<file path="config.mk">
export PLATFORM = sky130hd
export DESIGN_NAME = fetch_sequencer
export DESIGN_NICKNAME = d
export VERILOG_FILES = /design/src/rtl/fetch_pkg.sv /design/src/rtl/fetch_wait_timer.sv /design/src/rtl/fetch_sequencer.sv
export SDC_FILE = /design/constraint.sdc
export NUM_CORES = 1
export LEC_CHECK = 0
export ABC_AREA = 1
export CORE_MARGIN = 2
export CORE_UTILIZATION = 43
export DETAILED_ROUTE_END_ITERATION = 12
export PLACE_DENSITY = 0.83
export SLEW_MARGIN = 20
export SYNTH_ARGS = -nofsm -noshare
export SYNTH_HDL_FRONTEND = slang
export SYNTH_SLANG_ARGS = --single-unit
</file>
<file path="constraint.sdc">
create_clock -name clk -period 5.95 [get_ports clk]
set_input_delay 1.4875 -clock clk [delete_from_list [all_inputs] [get_ports clk]]
set_output_delay 1.4875 -clock clk [all_outputs]
set_load 0.03 [all_outputs]
</file>
<file path="src/rtl/fetch_pkg.sv">
// rtl/fetch_pkg.sv - shared types and default parameters for the fetch sequencer
// Purpose: FSM state enum plus default widths, PC increment and ack timeout.
// Ports: none (package).
package fetch_pkg;

   localparam int ADDR_W_DEF   = 20;
   localparam int DATA_W_DEF   = 32;
   localparam int PC_INC_DEF   = 1;
   localparam int MAX_WAIT_DEF = 15;

   typedef enum logic [1:0] {
      IDLE  = 2'd0,
      FETCH = 2'd1,
      HOLD  = 2'd2,
      ERR   = 2'd3
   } fetch_state_e;

endpackage

</file>
<file path="src/rtl/fetch_wait_timer.sv">
// rtl/fetch_wait_timer.sv - saturating count of FETCH cycles without an ack
// Purpose: counts enabled cycles and flags the MAX_WAIT-th consecutive one.
// Ports:
//   clk      in   clock, rising edge
//   reset    in   asynchronous active-high reset
//   clear    in   zero the counter (takes priority over count_en)
//   count_en in   count this cycle
//   expire   out  this enabled cycle is the MAX_WAIT-th in a row
module fetch_wait_timer
   import fetch_pkg::*;
#(
   parameter int MAX_WAIT = MAX_WAIT_DEF
) (
   input  logic clk,
   input  logic reset,
   input  logic clear,
   input  logic count_en,
   output logic expire
);

   localparam int CNT_W = $clog2(MAX_WAIT + 1);
   localparam logic [CNT_W-1:0] CNT_LAST = CNT_W'(MAX_WAIT - 1);
   localparam logic [CNT_W-1:0] CNT_SAT  = CNT_W'(MAX_WAIT);

   logic [CNT_W-1:0] cnt_q;
   logic [CNT_W-1:0] cnt_d;

   always_comb begin
      cnt_d = cnt_q;
      if (clear) begin
         cnt_d = '0;
      end else if (count_en && (cnt_q != CNT_SAT)) begin
         cnt_d = cnt_q + CNT_W'(1);
      end
   end

   // Fires during the cycle that would complete the MAX_WAIT-th miss, so the
   // owner can leave at the edge ending that cycle.
   assign expire = count_en && !clear && (cnt_q >= CNT_LAST);

   always_ff @(posedge clk or posedge reset) begin
      if (reset) begin
         cnt_q <= '0;
      end else begin
         cnt_q <= cnt_d;
      end
   end

endmodule

</file>
<file path="src/rtl/fetch_sequencer.sv">
// rtl/fetch_sequencer.sv - PC sequencing, instruction fetch and one-entry decode buffer
// Purpose: requests instructions at pc_cur, buffers one for decode, drives the
//          next PC (increment / redirect / hold) and flags a sticky ack timeout.
// Ports:
//   clk, reset         clock and asynchronous active-high reset
//   pc_cur / pc_next   PC register output in / PC register input out (combinational)
//   mem_req/addr/ack/rdata  instruction memory read channel
//   instr_valid/instr/instr_pc/instr_ready  decode handshake
//   br_valid/br_target redirect request
//   fetch_err          sticky timeout flag
module fetch_sequencer
   import fetch_pkg::*;
#(
   parameter int ADDR_W   = ADDR_W_DEF,
   parameter int DATA_W   = DATA_W_DEF,
   parameter int PC_INC   = PC_INC_DEF,
   parameter int MAX_WAIT = MAX_WAIT_DEF
) (
   input  logic              clk,
   input  logic              reset,
   input  logic [ADDR_W-1:0] pc_cur,
   output logic [ADDR_W-1:0] pc_next,
   output logic              mem_req,
   output logic [ADDR_W-1:0] mem_addr,
   input  logic              mem_ack,
   input  logic [DATA_W-1:0] mem_rdata,
   output logic              instr_valid,
   output logic [DATA_W-1:0] instr,
   output logic [ADDR_W-1:0] instr_pc,
   input  logic              instr_ready,
   input  logic              br_valid,
   input  logic [ADDR_W-1:0] br_target,
   output logic              fetch_err
);

   fetch_state_e      state_q, state_d;
   logic [DATA_W-1:0] instr_q, instr_d;
   logic [ADDR_W-1:0] instr_pc_q, instr_pc_d;
   logic              instr_valid_q, instr_valid_d;
   logic              fetch_err_q, fetch_err_d;

   logic timer_clear;
   logic timer_en;
   logic timer_expire;

   fetch_wait_timer #(
      .MAX_WAIT (MAX_WAIT)
   ) u_wait_timer (
      .clk      (clk),
      .reset    (reset),
      .clear    (timer_clear),
      .count_en (timer_en),
      .expire   (timer_expire)
   );

   always_comb begin
      state_d       = state_q;
      instr_d       = instr_q;
      instr_pc_d    = instr_pc_q;
      instr_valid_d = instr_valid_q;
      fetch_err_d   = fetch_err_q;
      pc_next       = pc_cur;
      timer_clear   = 1'b0;
      timer_en      = 1'b0;

      // A redirect outranks ack and instr_ready in every live state: the
      // in-flight read and any buffered instruction are simply dropped.
      if ((state_q != ERR) && br_valid) begin
         pc_next       = br_target;
         instr_valid_d = 1'b0;
         timer_clear   = 1'b1;
         state_d       = IDLE;
      end else begin
         case (state_q)
            IDLE: begin
               state_d = FETCH;
            end
            FETCH: begin
               if (mem_ack) begin
                  instr_d       = mem_rdata;
                  instr_pc_d    = pc_cur;
                  instr_valid_d = 1'b1;
                  pc_next       = pc_cur + ADDR_W'(PC_INC);
                  timer_clear   = 1'b1;
                  state_d       = HOLD;
               end else begin
                  timer_en = 1'b1;
                  if (timer_expire) begin
                     fetch_err_d = 1'b1;
                     state_d     = ERR;
                  end
               end
            end
            HOLD: begin
               if (instr_ready) begin
                  instr_valid_d = 1'b0;
                  state_d       = FETCH;
               end
            end
            ERR: begin
               fetch_err_d   = 1'b1;
               instr_valid_d = 1'b0;
            end
            default: begin
               state_d = IDLE;
            end
         endcase
      end
   end

   assign mem_req     = (state_q == FETCH);
   assign mem_addr    = pc_cur;
   assign instr_valid = instr_valid_q;
   assign instr       = instr_q;
   assign instr_pc    = instr_pc_q;
   assign fetch_err   = fetch_err_q;

   always_ff @(posedge clk or posedge reset) begin
      if (reset) begin
         state_q       <= IDLE;
         instr_q       <= '0;
         instr_pc_q    <= '0;
         instr_valid_q <= 1'b0;
         fetch_err_q   <= 1'b0;
      end else begin
         state_q       <= state_d;
         instr_q       <= instr_d;
         instr_pc_q    <= instr_pc_d;
         instr_valid_q <= instr_valid_d;
         fetch_err_q   <= fetch_err_d;
      end
   end

endmodule

</file>
After elaboration in Yosys (flattened, before gate mapping)
Index checks and enable logic that the tools add are counted.
{ "totals": {"register_bits": 60, "latch_bits": 0, "mem_bits_rw": 0, "romBits": 0, "inputBits": 77, "word_cells": 57, "n_memories": 0} }
{ "classes": {"add_sub_neg": 2, "n_mul": 0, "div": 0, "n_lt_le_gt_ge": 1, "eq_ne": 10, "shifts": 0, "mux": 23, "bitwise_logic": 1, "reduce_logical": 14} }
{ "op_table": {"columns": ["op", "count"], "rows": [
  ["20-bit two-way mux", 3],
  ["20-bit by 1-bit adder with 20-bit output (second input constant)", 1],
  ["1-bit two-way mux", 11],
  ["3-bit AND reduction", 3],
  ["2-bit two-way mux", 4],
  ["4-bit two-way mux", 2],
  ["4-bit nonzero test", 2],
  ["2-bit case mux with 3 select lines", 1],
  ["4-bit by 1-bit adder with 4-bit output (second input constant)", 1],
  ["2-bit == test (second input constant)", 2],
  ["4-bit >= comparator (second input constant)", 1],
  ["1-bit logical AND", 4],
  ["2-bit != test (second input constant)", 2],
  ["4-bit by 1-bit != test with 1-bit output (second input constant)", 1],
  ["4-bit != test (second input constant)", 1],
  ["4-bit AND reduction", 1],
  ["2-bit nonzero test", 2],
  ["3-bit by 1-bit != test with 1-bit output (second input constant)", 1],
  ["3-bit != test (second input constant)", 1],
  ["1-bit case mux with 3 select lines", 1],
  ["2-bit by 1-bit == test with 1-bit output (second input constant)", 1],
  ["2-bit logical NOT", 1],
  ["2-bit by 1-bit != test with 1-bit output (second input constant)", 1],
  ["1-bit case mux with 2 select lines", 1],
  ["other kinds (2)", 2]
]} }

Logic depth before layout (Yosys ltp)
Gate-level depths: netlist (run 1).
{ "depth": {"depth_word": 10, "ltp_mapped": 8, "ltp_nobuf": 8} }

Modules after synthesis
A second synthesis (run 1) with hierarchy kept.
{ "hier_totals": {"cells_unflattened": 460, "hier_area_um2": 3359.5} }
{ "by_module_without_submodules": {"columns": ["module", "instances", "cells_per_inst", "area_each_um2"], "rows": [
  ["fetch_sequencer", 1, 426, 3106.7],
  ["fetch_wait_timer", 1, 34, 252.7]
]} }

Least setup slack after synthesis (run 1)
OpenSTA, ideal clock, no wires.
{ "synth_timing": {"path_type": "input-to-output", "start": "in pc_cur[0]", "end": "out pc_next[6]", "arrival_ps": 2828, "path_slack_ps": 1635, "cell_stages": 6, "n_path_buf": 0, "path_cell_list": "ha_1 nand3_1 nor2_4 nand2_1 xor2_1 o21ai_0"} }
{ "synth_via": {"elab_chain_len": 4} }
{ "synth_lines": {"columns": ["item", "line_no", "source"], "rows": [
  ["start: declaration", "fetch_sequencer.sv:21", "input logic [ADDR_W-1:0] pc_cur,"],
  ["20-bit by 1-bit adder with 20-bit output", "fetch_sequencer.sv:83", "pc_next = pc_cur + ADDR_W'(PC_INC);"],
  ["20-bit two-way mux", "fetch_sequencer.sv:79", "if (mem_ack) begin"],
  ["20-bit two-way mux", "fetch_sequencer.sv:74", "case (state_q)"],
  ["20-bit two-way mux", "fetch_sequencer.sv:68", "if ((state_q != ERR) && br_valid) begin"],
  ["end: declaration", "fetch_sequencer.sv:22", "output logic [ADDR_W-1:0] pc_next,"]
]} }
No other way between the ends.

Worst setup path in the final report (run 1)
{ "layout_timing": {"start": "in pc_cur[1]", "end": "out pc_next[18]"} }
Same word-level chain as after synthesis.

==> results of run 1 <==
[cell type report]
class	instances	area (sq um)
fillers	627	2380
repair buffers	174	1730
flip-flops and latches	60	1500
multi-input cells	252	1480
inverters	38	143
clock buffers	11	141
well taps	102	128
clock inverters	4	97.6
[routing by layer]
| metal | part of all wire | track usage | vias to the layer above |
|---|---|---|---|
| li1 | - | - | 1526 |
| met1 | 0.42 | 0.290 | 1485 |
| met2 | 0.48 | 0.382 | 158 |
| met3 | 0.070 | 0.0370 | 22 |
| met4 | 0.027 | 0.108 | 0 |
| met5 | 0 | 0 | - |
[cell families (layout without fill, tap and decap cells)]
family,Yosys count,after routing,share of synthesized area
simple gates,164,164,0.212
buf+inv,68,227,0.107
flops,60,60,0.450
compound gates,41,41,0.0630
mux,38,38,0.142
xor+xnor,6,6,0.0158
fa+ha+maj,3,3,0.0113
[cell usage after synthesis, types with 2 or more instances]
| master | n | area (sq um) |
|---|---|---|
| sky130_fd_sc_hd__xor2_1 | 5 | 43.8 |
| sky130_fd_sc_hd__buf_4 | 20 | 150 |
| sky130_fd_sc_hd__mux2_2 | 26 | 293 |
| sky130_fd_sc_hd__dfrtp_1 | 60 | 1500 |
| sky130_fd_sc_hd__nand2_1 | 100 | 375 |
| sky130_fd_sc_hd__buf_2 | 2 | 10.0 |
| sky130_fd_sc_hd__inv_1 | 38 | 143 |
| sky130_fd_sc_hd__o21ai_0 | 31 | 155 |
| sky130_fd_sc_hd__nor2_1 | 21 | 78.8 |
| sky130_fd_sc_hd__clkbuf_1 | 5 | 18.8 |
| sky130_fd_sc_hd__mux2_4 | 12 | 180 |
| sky130_fd_sc_hd__nand3_1 | 28 | 140 |
| sky130_fd_sc_hd__ha_1 | 3 | 37.5 |
| sky130_fd_sc_hd__nor3_1 | 3 | 15.0 |
| sky130_fd_sc_hd__nor2_4 | 2 | 22.5 |
| sky130_fd_sc_hd__a21oi_1 | 7 | 35.0 |
| sky130_fd_sc_hd__nand4_1 | 8 | 50.1 |
| sky130_fd_sc_hd__a31oi_1 | 2 | 12.5 |
| sky130_fd_sc_hd__buf_6 | 3 | 33.8 |
[flip-flops by register name, summed over array words and instances (netlist names)]
register	flops
fetch_err	1
instr	32
instr_pc	20
instr_valid	1
state_q	2
u_wait_timer.cnt_q	4
[critical path: cells and delay by family]
kind                       cells  cell delay, ps
buffers and inverters          2            1270
and+or+nand+nor                5             680
adders and majority gates      1             220
AOI/OAI and AO/OA              1             190
[power breakdown]
part	switching [mW]	internal [mW]
Sequential	0.105	0.596
Combinational	0.722	0.585
Clock	0.161	0.288
Total	0.988	1.47
[worst max-delay path by stage]
stage,from,to,cells past startpoint
after floorplan,pc_cur[0],pc_next[6],6
after global placement,pc_cur[1],pc_next[12],9
after detailed placement,pc_cur[1],pc_next[12],9
after CTS,pc_cur[1],pc_next[12],9
after global routing,pc_cur[1],pc_next[18],9
final,pc_cur[1],pc_next[18],9
[stage by stage]
stage,std cells,hold WS [ps]
after floorplan,380,494
after global placement,626,447
after detailed placement,626,449
after CTS,641,468
after global routing,641,507
final,641,463
==> results by group, run 1 <==
Setup path
  • Cell depth of the worst flop-to-flop path: 6
  • Highest cell delay on the worst timing path: 670 ps
  • Worst path slowest cell: sky130_fd_sc_hd__clkdlybuf4s50_1
  • Worst R2R Start: state_q[1]
  • Crit end category: output pin
  • Crit path top cell by count: sky130_fd_sc_hd__nand3_1
  • Ordered list of cells on the worst path: clkdlybuf4s50_1 -> ha_1 -> nand3_1 -> nor2_4 -> nand3_1 -> o21ai_0 -> nand3_1 -> nand2_1 -> clkdlybuf4s50_1
  • Startpoint-to-endpoint class of the critical path: input port to output pin
  • Endpoint required time on the critical path: 4460 ps
  • Max FO, Critical Path: 7
  • CP startpoint kind: input port
  • Critical path arrival: around 3800 ps
  • FF-to-FF End: instr[14]
  • R2R setup slack: 3670 ps

Detailed routing
  • Number of nets still failing antenna checks after routing: 0
  • # DRC: 0
  • Routed wire length: 9400 um
  • Via density per instance: between 4 and 5
  • DR pass1 iterations: 4
  • Drt initial violations: 128
  • Wirelength per Cell: 14.7 um
  • Via count: 3191

CTS
  • Maximum level of the CTS H-tree: 3
  • Maximum number of buffers from clock root to sink: 2
  • Number of hold buffers added after cts: 0
  • Post-CTS Repair Setup Buffers: 0
  • Clock-pin transition on the worst setup and hold timing paths: 70 ps
  • Clock buffers created by TritonCTS: 9
  • Worst skew pair latency: 340 ps
  • TritonCTS clock tree: built
  • Clock tree sinks: 60
  • Root Driver: sky130_fd_sc_hd__clkbuf_8
  • # resized after CTS: 0

Global routing
  • Number of antenna violations at the first check in global routing: 0
  • Wire length of the first global-routing pass: about 15000 um
  • Vias in the first global route: 3179
  • Gr ovfl total: 0
  • Global routing usage summed across all routing layers: 0.229
  • Maximum number of pins on one net before global-route repair: 61

Timing
  • Total of endpoints with negative setup slack in the final report: 0
  • Count of endpoints failing hold in the final timing report: 0
  • Rel. slew slack: 0.498
  • Tcrit/Tclk final: 0.895
  • Max Clock Freq: 0.188 GHz
  • Setup slack of the critical path after layout: a little over 600 ps
  • Sum of negative setup slack: 0 ps
  • Worst clock skew: 12.2 ps
  • Max-slew violation count: 0
  • Slew @ Worst Pin: 750 ps
  • Setup repair after global routing missed its margin: false
  • Min Tclk post-route: between 5000 and 6000 ps

Yosys
  • Gate count of the mapped netlist: 380
  • Mean instance size in the synthesized netlist: 8.78 sq um
  • Fraction of registers with async set/reset: 1.00
  • Top FF cell, synth: sky130_fd_sc_hd__dfrtp_1
  • Number of synthesized flops with an enable pin: 0
  • Synth Net Count: 460
  • Yosys cell types: 23
  • Count of state elements after synthesis: 60
  • Sequential fraction of the synthesis area: 0.450
  • Synth warnings: 0
  • Netlist Area Pre-Place: 3340 sq um

Layout
  • Finished Cell Area: between 5000 and 6000 sq um
  • Nets: 615
  • Most frequent cells in the layout: sky130_fd_sc_hd__clkdlybuf4s50_1 (171), sky130_fd_sc_hd__nand2_1 (99), sky130_fd_sc_hd__dfrtp_1 (60), sky130_fd_sc_hd__inv_1 (37), sky130_fd_sc_hd__o21ai_0 (31)
  • Most common library cell in the layout ignoring fill and taps: sky130_fd_sc_hd__clkdlybuf4s50_1
  • Layout cell share with drive strength beyond 1: 0.113
  • Share of the core filled with cells: 0.687
  • Layout Area Growth over Synthesis: 56.7%
  • Inserted Diodes: 0

Power and ir drop
  • Reported leakage power: 2.38 nW
  • P per Cell Area: 470 nW/um^2
  • Worst voltage drop across the vdd grid: 0.000159 V
  • Power consumption: 2.46 mW

Die
  • Total Die Area: approximately 8500 sq um
  • Number of I/O pins: 172
  • Y dimension of the die: 92.1 um
  • Die extent in x: roughly 92 um
  • Initial Util: 0.438
  • Core area: 7610 sq um
  • Row Count: 32

Place
  • HPWL after DPL: around 7300 um
  • Number of buffers inserted by port buffering: 171
  • Placed cell areas: 4990 sq um
  • Post-Place Setup Slack: 651 ps
  • GPL Wtd Cong: 0.996

Min path
  • Hold Path Origin: fetch_err
  • Worst Hold Depth: 2
  • Worst hold path class: flop to flop
  • Endpoint, Worst Hold: fetch_err

Flow run
  • Count of maximum capacitance violations: 0

Outcome
  • Status: finished, final reports clean
(Power assumes the default switching activity.)
==> inputs of run 2 (changes only) <==
Settings changed: CORE_ASPECT_RATIO set to 0.5, PLACE_DENSITY 0.83 to 0.82.
Clock period 5.95 ns to 6.7 ns, I/O delays scaled along.
==> run 2 against run 1 <==
Power decreased by 8.0%. Final area increased by 1.1%. Sequential power decreased by 12%. Non-clock buffer count unchanged. Register-to-register slack improved by 680 ps. Via count decreased by 2.2%. Wire length decreased by 2.0%. Critical path type unchanged. Highest routed layer unchanged.
==> results by group, run 2 (synthesis results as in run 1) <==
Timing
  • Max-slew violation count: 0 (unchanged)
  • Total of endpoints with negative setup slack in the final report: 0 (unchanged)
  • Slew @ Worst Pin: 905 ps (was 750 ps)
  • Tcrit/Tclk final: 0.855
  • Worst clock skew: 5.62 ps (was 12.2 ps)
  • Setup repair after global routing missed its margin: false (unchanged)
  • Min Tclk post-route: 5730 ps
  • Max Clock Freq: 0.174 GHz
  • Sum of negative setup slack: 0 ps (unchanged)
  • Rel. slew slack: 0.395 (was 0.498)
  • Count of endpoints failing hold in the final timing report: 0 (unchanged)

CTS
  • TritonCTS clock tree: built (unchanged)
  • Root Driver: sky130_fd_sc_hd__clkbuf_16 (was sky130_fd_sc_hd__clkbuf_8)
  • # resized after CTS: 0 (unchanged)
  • Clock tree sinks: 60 (unchanged)
  • Clock-pin transition on the worst setup and hold timing paths: 50 ps (was 70 ps)
  • Post-CTS Repair Setup Buffers: 0 (unchanged)
  • Clock buffers created by TritonCTS: 9 (unchanged)
  • Worst skew pair latency: 320 ps (was 340 ps)
  • Number of hold buffers added after cts: 0 (unchanged)
  • Maximum level of the CTS H-tree: 3 (unchanged)
  • Maximum number of buffers from clock root to sink: 2 (unchanged)

Detailed routing
  • Number of nets still failing antenna checks after routing: 0 (unchanged)
  • # DRC: 0 (unchanged)
  • Routed wire length: 9210 um (was 9400 um)
  • Via density per instance: 4.92 (was 4.98)
  • DR pass1 iterations: 5 (was 4)
  • Via count: 3122 (was 3191)
  • Drt initial violations: 269 (was 128)
  • Wirelength per Cell: 14.5 um (was 14.7 um)

Die
  • Row Count: 22 (was 32)
  • Number of I/O pins: 172 (unchanged)
  • Y dimension of the die: 66.3 um (was 92.1 um)
  • Total Die Area: 8520 sq um (was 8480 sq um)
  • Initial Util: 0.449 (was 0.438)
  • Core area: 7430 sq um (was 7610 sq um)
  • Die extent in x: 129 um (was 92.1 um)

Setup path
  • Max FO, Critical Path: 7 (unchanged)
  • Startpoint-to-endpoint class of the critical path: input port to output pin (unchanged)
  • FF-to-FF End: instr[21] (was instr[14])
  • Worst R2R Start: state_q[1] (unchanged)
  • Worst path slowest cell: sky130_fd_sc_hd__clkdlybuf4s50_1 (unchanged)
  • Highest cell delay on the worst timing path: 670 ps (about the same)
  • Ordered list of cells on the worst path: clkdlybuf4s50_1 -> ha_1 -> nand3_1 -> nor2_4 -> nand2_1 -> o21ai_0 -> nand3_1 -> nand2_1 -> clkdlybuf4s50_1 (was clkdlybuf4s50_1 -> ha_1 -> nand3_1 -> nor2_4 -> nand3_1 -> o21ai_0 -> nand3_1 -> nand2_1 -> clkdlybuf4s50_1)
  • R2R setup slack: 4350 ps (was 3670 ps)
  • CP startpoint kind: input port (unchanged)
  • Cell depth of the worst flop-to-flop path: 6 (unchanged)
  • Crit end category: output pin (unchanged)
  • Endpoint required time on the critical path: 5030 ps (was 4460 ps)
  • Critical path arrival: 4060 ps (was 3840 ps)
  • Kind of cell adding the most delay to the critical path: buffers and inverters (unchanged)
  • Number of buffer and inverter instances along the worst setup path: 2 (unchanged)

Power and ir drop
  • Reported leakage power: 2.41 nW (was 2.38 nW)
  • P per Cell Area: 428 nW/um^2 (was 470 nW/um^2)
  • Worst voltage drop across the vdd grid: 0.000219 V (was 0.000159 V)

Layout
  • Most frequent cells in the layout: sky130_fd_sc_hd__clkdlybuf4s50_1 (171), sky130_fd_sc_hd__nand2_1 (99), sky130_fd_sc_hd__dfrtp_1 (60), sky130_fd_sc_hd__inv_1 (37), sky130_fd_sc_hd__o21ai_0 (31) (unchanged)
  • Flip-flop and latch area: 1500 sq um (unchanged)
  • Share of the core filled with cells: 0.711 (was 0.687)
  • FILL cells: 567 (was 627)
  • Layout cell share with drive strength beyond 1: 0.113 (unchanged)
  • Area occupied by multi-input gates: 1480 sq um (unchanged)
  • Finished Cell Area: 5290 sq um (was 5230 sq um)
  • Flip-flop count of the largest register after layout: 32 (unchanged)
  • Most common library cell in the layout ignoring fill and taps: sky130_fd_sc_hd__clkdlybuf4s50_1 (unchanged)
  • Layout Area Growth over Synthesis: 58.5% (was 56.7%)
  • Non-filler instance count after layout: 635 (was 641)
  • Nets: 615 (unchanged)
  • Inserted Diodes: 0 (unchanged)

Place
  • HPWL after DPL: 6870 um (was 7330 um)
  • Placed cell areas: 4980 sq um (was 4990 sq um)
  • Number of buffers inserted by port buffering: 171 (unchanged)
  • GPL Wtd Cong: 0.816 (was 0.996)
  • DP Cell Count: 620 (was 626)

Global routing
  • Vias in the first global route: 3070 (was 3179)
  • Global routing usage summed across all routing layers: 0.223 (was 0.229)
  • Maximum number of pins on one net before global-route repair: 61 (unchanged)
  • Wire length of the first global-routing pass: 14800 um (was 15400 um)
  • Gr ovfl total: 0 (unchanged)
  • Number of antenna violations at the first check in global routing: 0 (unchanged)

Outcome
  • Status: finished, final reports clean (unchanged)

Min path
  • Worst Hold Depth: 2 (unchanged)
  • Worst hold path class: flop to flop (unchanged)
  • Endpoint, Worst Hold: fetch_err (unchanged)
  • Hold Path Origin: fetch_err (unchanged)

Flow run
  • Count of maximum capacitance violations: 0 (unchanged)
==> run 2: cell types whose count changed in the layout (fill, tap and decap cells not counted) <==
cell / previous run / this run
sky130_fd_sc_hd__clkbuf_8: 10 / 0
sky130_fd_sc_hd__clkbuf_16: 0 / 9
sky130_fd_sc_hd__clkinv_2: 0 / 2
sky130_fd_sc_hd__bufinv_16: 3 / 2
==> run 2: worst max path at each step <==
stage / startpoint / endpoint / slack [ps] / depth (start not counted)
finish: pc_cur[1] / pc_next[12] / 970 / 9
global route: pc_cur[1] / pc_next[16] / 760 / 10
CTS: br_valid / pc_next[2] / 990 / 7
detailed placement: br_valid / pc_next[2] / 1010 / 7
global placement: pc_cur[1] / pc_next[18] / 1060 / 9
floorplan: pc_cur[0] / pc_next[6] / 2010 / 6
==> run 2: layout make-up <==
class | instances | share of cell area
Tap cell | 96 | 0.0227
Clock inverter | 5 | 0.0147
Sequential cell | 60 | 0.284
Timing Repair Buffer | 174 | 0.328
Multi-Input combinational cell | 252 | 0.280
Inverter | 38 | 0.0270
Clock buffer | 10 | 0.0433
==> run 2: power breakdown <==
group / total, mW / switching, mW / internal [mW] / leakage [nW]
sequential: 0.620 / 0.0901 / 0.530 / 0.729
combinational: 1.16 / 0.644 / 0.520 / 1.53
clock: 0.477 / 0.155 / 0.322 / 0.148
==> run 2: worst min-delay path: stages (launching register included) <==
cell	delay [ps]
sky130_fd_sc_hd__dfrtp_1	340
sky130_fd_sc_hd__inv_1	50
sky130_fd_sc_hd__nand2_1	50
==> run 2: routing by layer <==
metal / share of wire / GRT usage / vias to the layer above
met1: 0.43 / 0.277 / 1486
li1: - / - / 1538
met5: 0 / 0 / -
met4: 0.0079 / 0.0557 / 0
met2: 0.52 / 0.401 / 92
met3: 0.045 / 0.0494 / 6
==> run 2: through the flow <==
stage / setup WS, ps / total power, mW / hold slack (ps)
5_1_grt: 762 / 2.37 / 496
2_1_floorplan: 2010 / 1.29 / 494
3_5_place_dp: 1010 / 1.79 / 459
3_3_place_gp: 1060 / 1.77 / 443
4_1_cts: 991 / 2.28 / 472
6_report: 969 / 2.26 / 467
==> inputs of run 3 (changes only) <==
Settings changed: CORE_UTILIZATION 43 to 40, PLACE_DENSITY 0.82 to 0.77.
Clock period 6.7 ns to 5.99 ns, I/O delays scaled along.
==> run 3 against run 2 <==
Final cell count up 2.7%. Power up 12%. Hold slack worse by 10 ps. Die area up 7.2%. Count of clock-buffer cells in the layout unchanged. Largest cell class unchanged. Largest power group unchanged. Sequential share of layout area down 0.15 points. Combinational power up 12%. Clock skew down 2.6 ps. Utilization down 5.2 points.
==> results by group, run 3 (synthesis results as in run 1) <==
Layout
  • Flip-flop and latch area: 1500 sq um (unchanged)
  • Layout cell share with drive strength beyond 1: 0.115 (was 0.113)
  • Inserted Diodes: 0 (unchanged)
  • Area occupied by multi-input gates: 1480 sq um (unchanged)
  • Most common library cell in the layout ignoring fill and taps: sky130_fd_sc_hd__clkdlybuf4s50_1 (unchanged)
  • Flip-flop count of the largest register after layout: 32 (unchanged)
  • Nets: 616 (was 615)
  • Share of the core filled with cells: 0.659 (was 0.711)
  • FILL cells: 674 (was 567)
  • Layout Area Growth over Synthesis: 59.3% (was 58.5%)
  • Most frequent cells in the layout: sky130_fd_sc_hd__clkdlybuf4s50_1 (171), sky130_fd_sc_hd__nand2_1 (99), sky130_fd_sc_hd__dfrtp_1 (60), sky130_fd_sc_hd__inv_1 (37), sky130_fd_sc_hd__o21ai_0 (31) (unchanged)

Die
  • Row Count: 23 (was 22)
  • Number of I/O pins: 172 (unchanged)
  • Die extent in x: 133 um (was 129 um)
  • Y dimension of the die: 68.6 um (was 66.3 um)
  • Total Die Area: 9130 sq um (was 8520 sq um)
  • Initial Util: 0.414 (was 0.449)
  • Core area: 8060 sq um (was 7430 sq um)

Timing
  • Max-slew violation count: 0 (unchanged)
  • Rel. slew slack: 0.374 (was 0.395)
  • Tcrit/Tclk final: 0.887
  • Max Clock Freq: 0.188 GHz
  • Setup repair after global routing missed its margin: false (unchanged)
  • Sum of negative setup slack: 0 ps (unchanged)
  • Slew @ Worst Pin: 935 ps (was 905 ps)
  • Count of endpoints failing hold in the final timing report: 0 (unchanged)
  • Total of endpoints with negative setup slack in the final report: 0 (unchanged)
  • Worst clock skew: 2.98 ps (was 5.62 ps)
  • Min Tclk post-route: 5310 ps
  • Worst hold slack: 457 ps (was 467 ps)

Place
  • HPWL after DPL: 7010 um (was 6870 um)
  • Number of buffers inserted by port buffering: 171 (unchanged)
  • GPL Wtd Cong: 0.800 (was 0.816)

Setup path
  • Max FO, Critical Path: 7 (unchanged)
  • Endpoint required time on the critical path: 4490 ps (was 5030 ps)
  • Highest cell delay on the worst timing path: 660 ps (was 670 ps)
  • Critical path arrival: 3810 ps (was 4060 ps)
  • Crit end category: output pin (unchanged)
  • Worst path slowest cell: sky130_fd_sc_hd__clkdlybuf4s50_1 (unchanged)
  • Number of buffer and inverter instances along the worst setup path: 2 (unchanged)
  • CP startpoint kind: input port (unchanged)
  • Ordered list of cells on the worst path: clkdlybuf4s50_1 -> ha_1 -> nand3_1 -> nor2_4 -> nand2_1 -> o21ai_0 -> nand3_1 -> nand2_1 -> clkdlybuf4s50_1 (unchanged)
  • Startpoint-to-endpoint class of the critical path: input port to output pin (unchanged)
  • Kind of cell adding the most delay to the critical path: buffers and inverters (unchanged)

Detailed routing
  • Via count: 3100 (was 3122)
  • Wirelength per Cell: 14.2 um (was 14.5 um)
  • Via density per instance: 4.75 (was 4.92)
  • Routed wire length: 9240 um (was 9210 um)
  • Number of nets still failing antenna checks after routing: 0 (unchanged)
  • Drt initial violations: 189 (was 269)
  • # DRC: 0 (unchanged)
  • DR pass1 iterations: 5 (unchanged)

Global routing
  • Vias in the first global route: 2894 (was 3070)
  • Gr ovfl total: 0 (unchanged)
  • Number of antenna violations at the first check in global routing: 0 (unchanged)
  • Maximum number of pins on one net before global-route repair: 61 (unchanged)
  • Global routing usage summed across all routing layers: 0.203 (was 0.223)
  • Wire length of the first global-routing pass: 14200 um (was 14800 um)

Power and ir drop
  • P per Cell Area: 477 nW/um^2 (was 428 nW/um^2)
  • Reported leakage power: 2.42 nW (was 2.41 nW)
  • Worst voltage drop across the vdd grid: 0.000204 V (was 0.000219 V)
  • Power consumption: 2.53 mW (was 2.26 mW)

CTS
  • Post-CTS Repair Setup Buffers: 0 (unchanged)
  • Worst skew pair latency: 330 ps (was 320 ps)
  • Clock tree sinks: 60 (unchanged)
  • Maximum level of the CTS H-tree: 3 (unchanged)
  • Maximum number of buffers from clock root to sink: 2 (unchanged)
  • Clock buffers created by TritonCTS: 9 (unchanged)
  • # resized after CTS: 0 (unchanged)
  • TritonCTS clock tree: built (unchanged)
  • Clock-pin transition on the worst setup and hold timing paths: 50 ps (about the same)
  • Number of hold buffers added after cts: 0 (unchanged)
  • Root Driver: sky130_fd_sc_hd__clkbuf_16 (unchanged)

Outcome
  • Status: finished, final reports clean (unchanged)

Min path
  • Worst hold path class: flop to flop (unchanged)

Flow run
  • Count of maximum capacitance violations: 0 (unchanged)
run 3: cell count changes in the layout (fill, tap and decap cells not counted), sizes merged:
cell,delta
buf,+1
run 3: metal layers:
| layer | vias up | global-route usage | share of wire | wire length [um] |
|---|---|---|---|---|
| met2 | 75 | 0.364 | 0.51 | 4740 |
| met3 | 13 | 0.0621 | 0.045 | 411 |
| met1 | 1475 | 0.237 | 0.43 | 3930 |
| li1 | 1537 | - | - | - |
| met4 | 0 | 0.0771 | 0.016 | 151 |
| met5 | - | 0 | 0 | 0 |
run 3: final cells by class:
cell class              instances  share of cell area
repair buffers                175               0.328
flip-flops and latches         60               0.283
multi-input cells             252               0.279
clock buffers                  10              0.0431
inverters                      38              0.0268
well taps                     112              0.0264
clock inverters                 5              0.0146
run 3: per-stage QoR:
stage | cell area [sq um] | setup WS [ps] | cells
5_1_grt | 5310 | 502 | 652
3_3_place_gp | 5010 | 720 | 637
6_report | 5310 | 680 | 652
2_1_floorplan | 3340 | 1650 | 380
4_1_cts | 5310 | 684 | 652
3_5_place_dp | 5010 | 700 | 637
run 3: path summary, 6_finish.rpt:
path / startpoint / endpoint / slack, ps / depth (start not counted)
setup / recovery: pc_cur[1] / pc_next[12] / 680 / 9
hold / removal: fetch_err / fetch_err / 460 / 2
setup reg to reg: state_q[1] / instr[1] / 3640 / 6
hold reg to reg: fetch_err / fetch_err / 460 / 2
max in group asynchronous: reset / instr_pc[18] / 3780 / 3
min in group asynchronous: reset / instr[29] / 1710 / 3
run 3: tightest hold or removal path, stage by stage, from the launching register on:
cell,delay (ps)
sky130_fd_sc_hd__dfrtp_1,340
sky130_fd_sc_hd__inv_1,40
sky130_fd_sc_hd__nand2_1,50
run 3: report_power, final:
part | switching (mW) | internal, mW
combinational | 0.721 | 0.583
sequential | 0.101 | 0.594
clock | 0.176 | 0.360
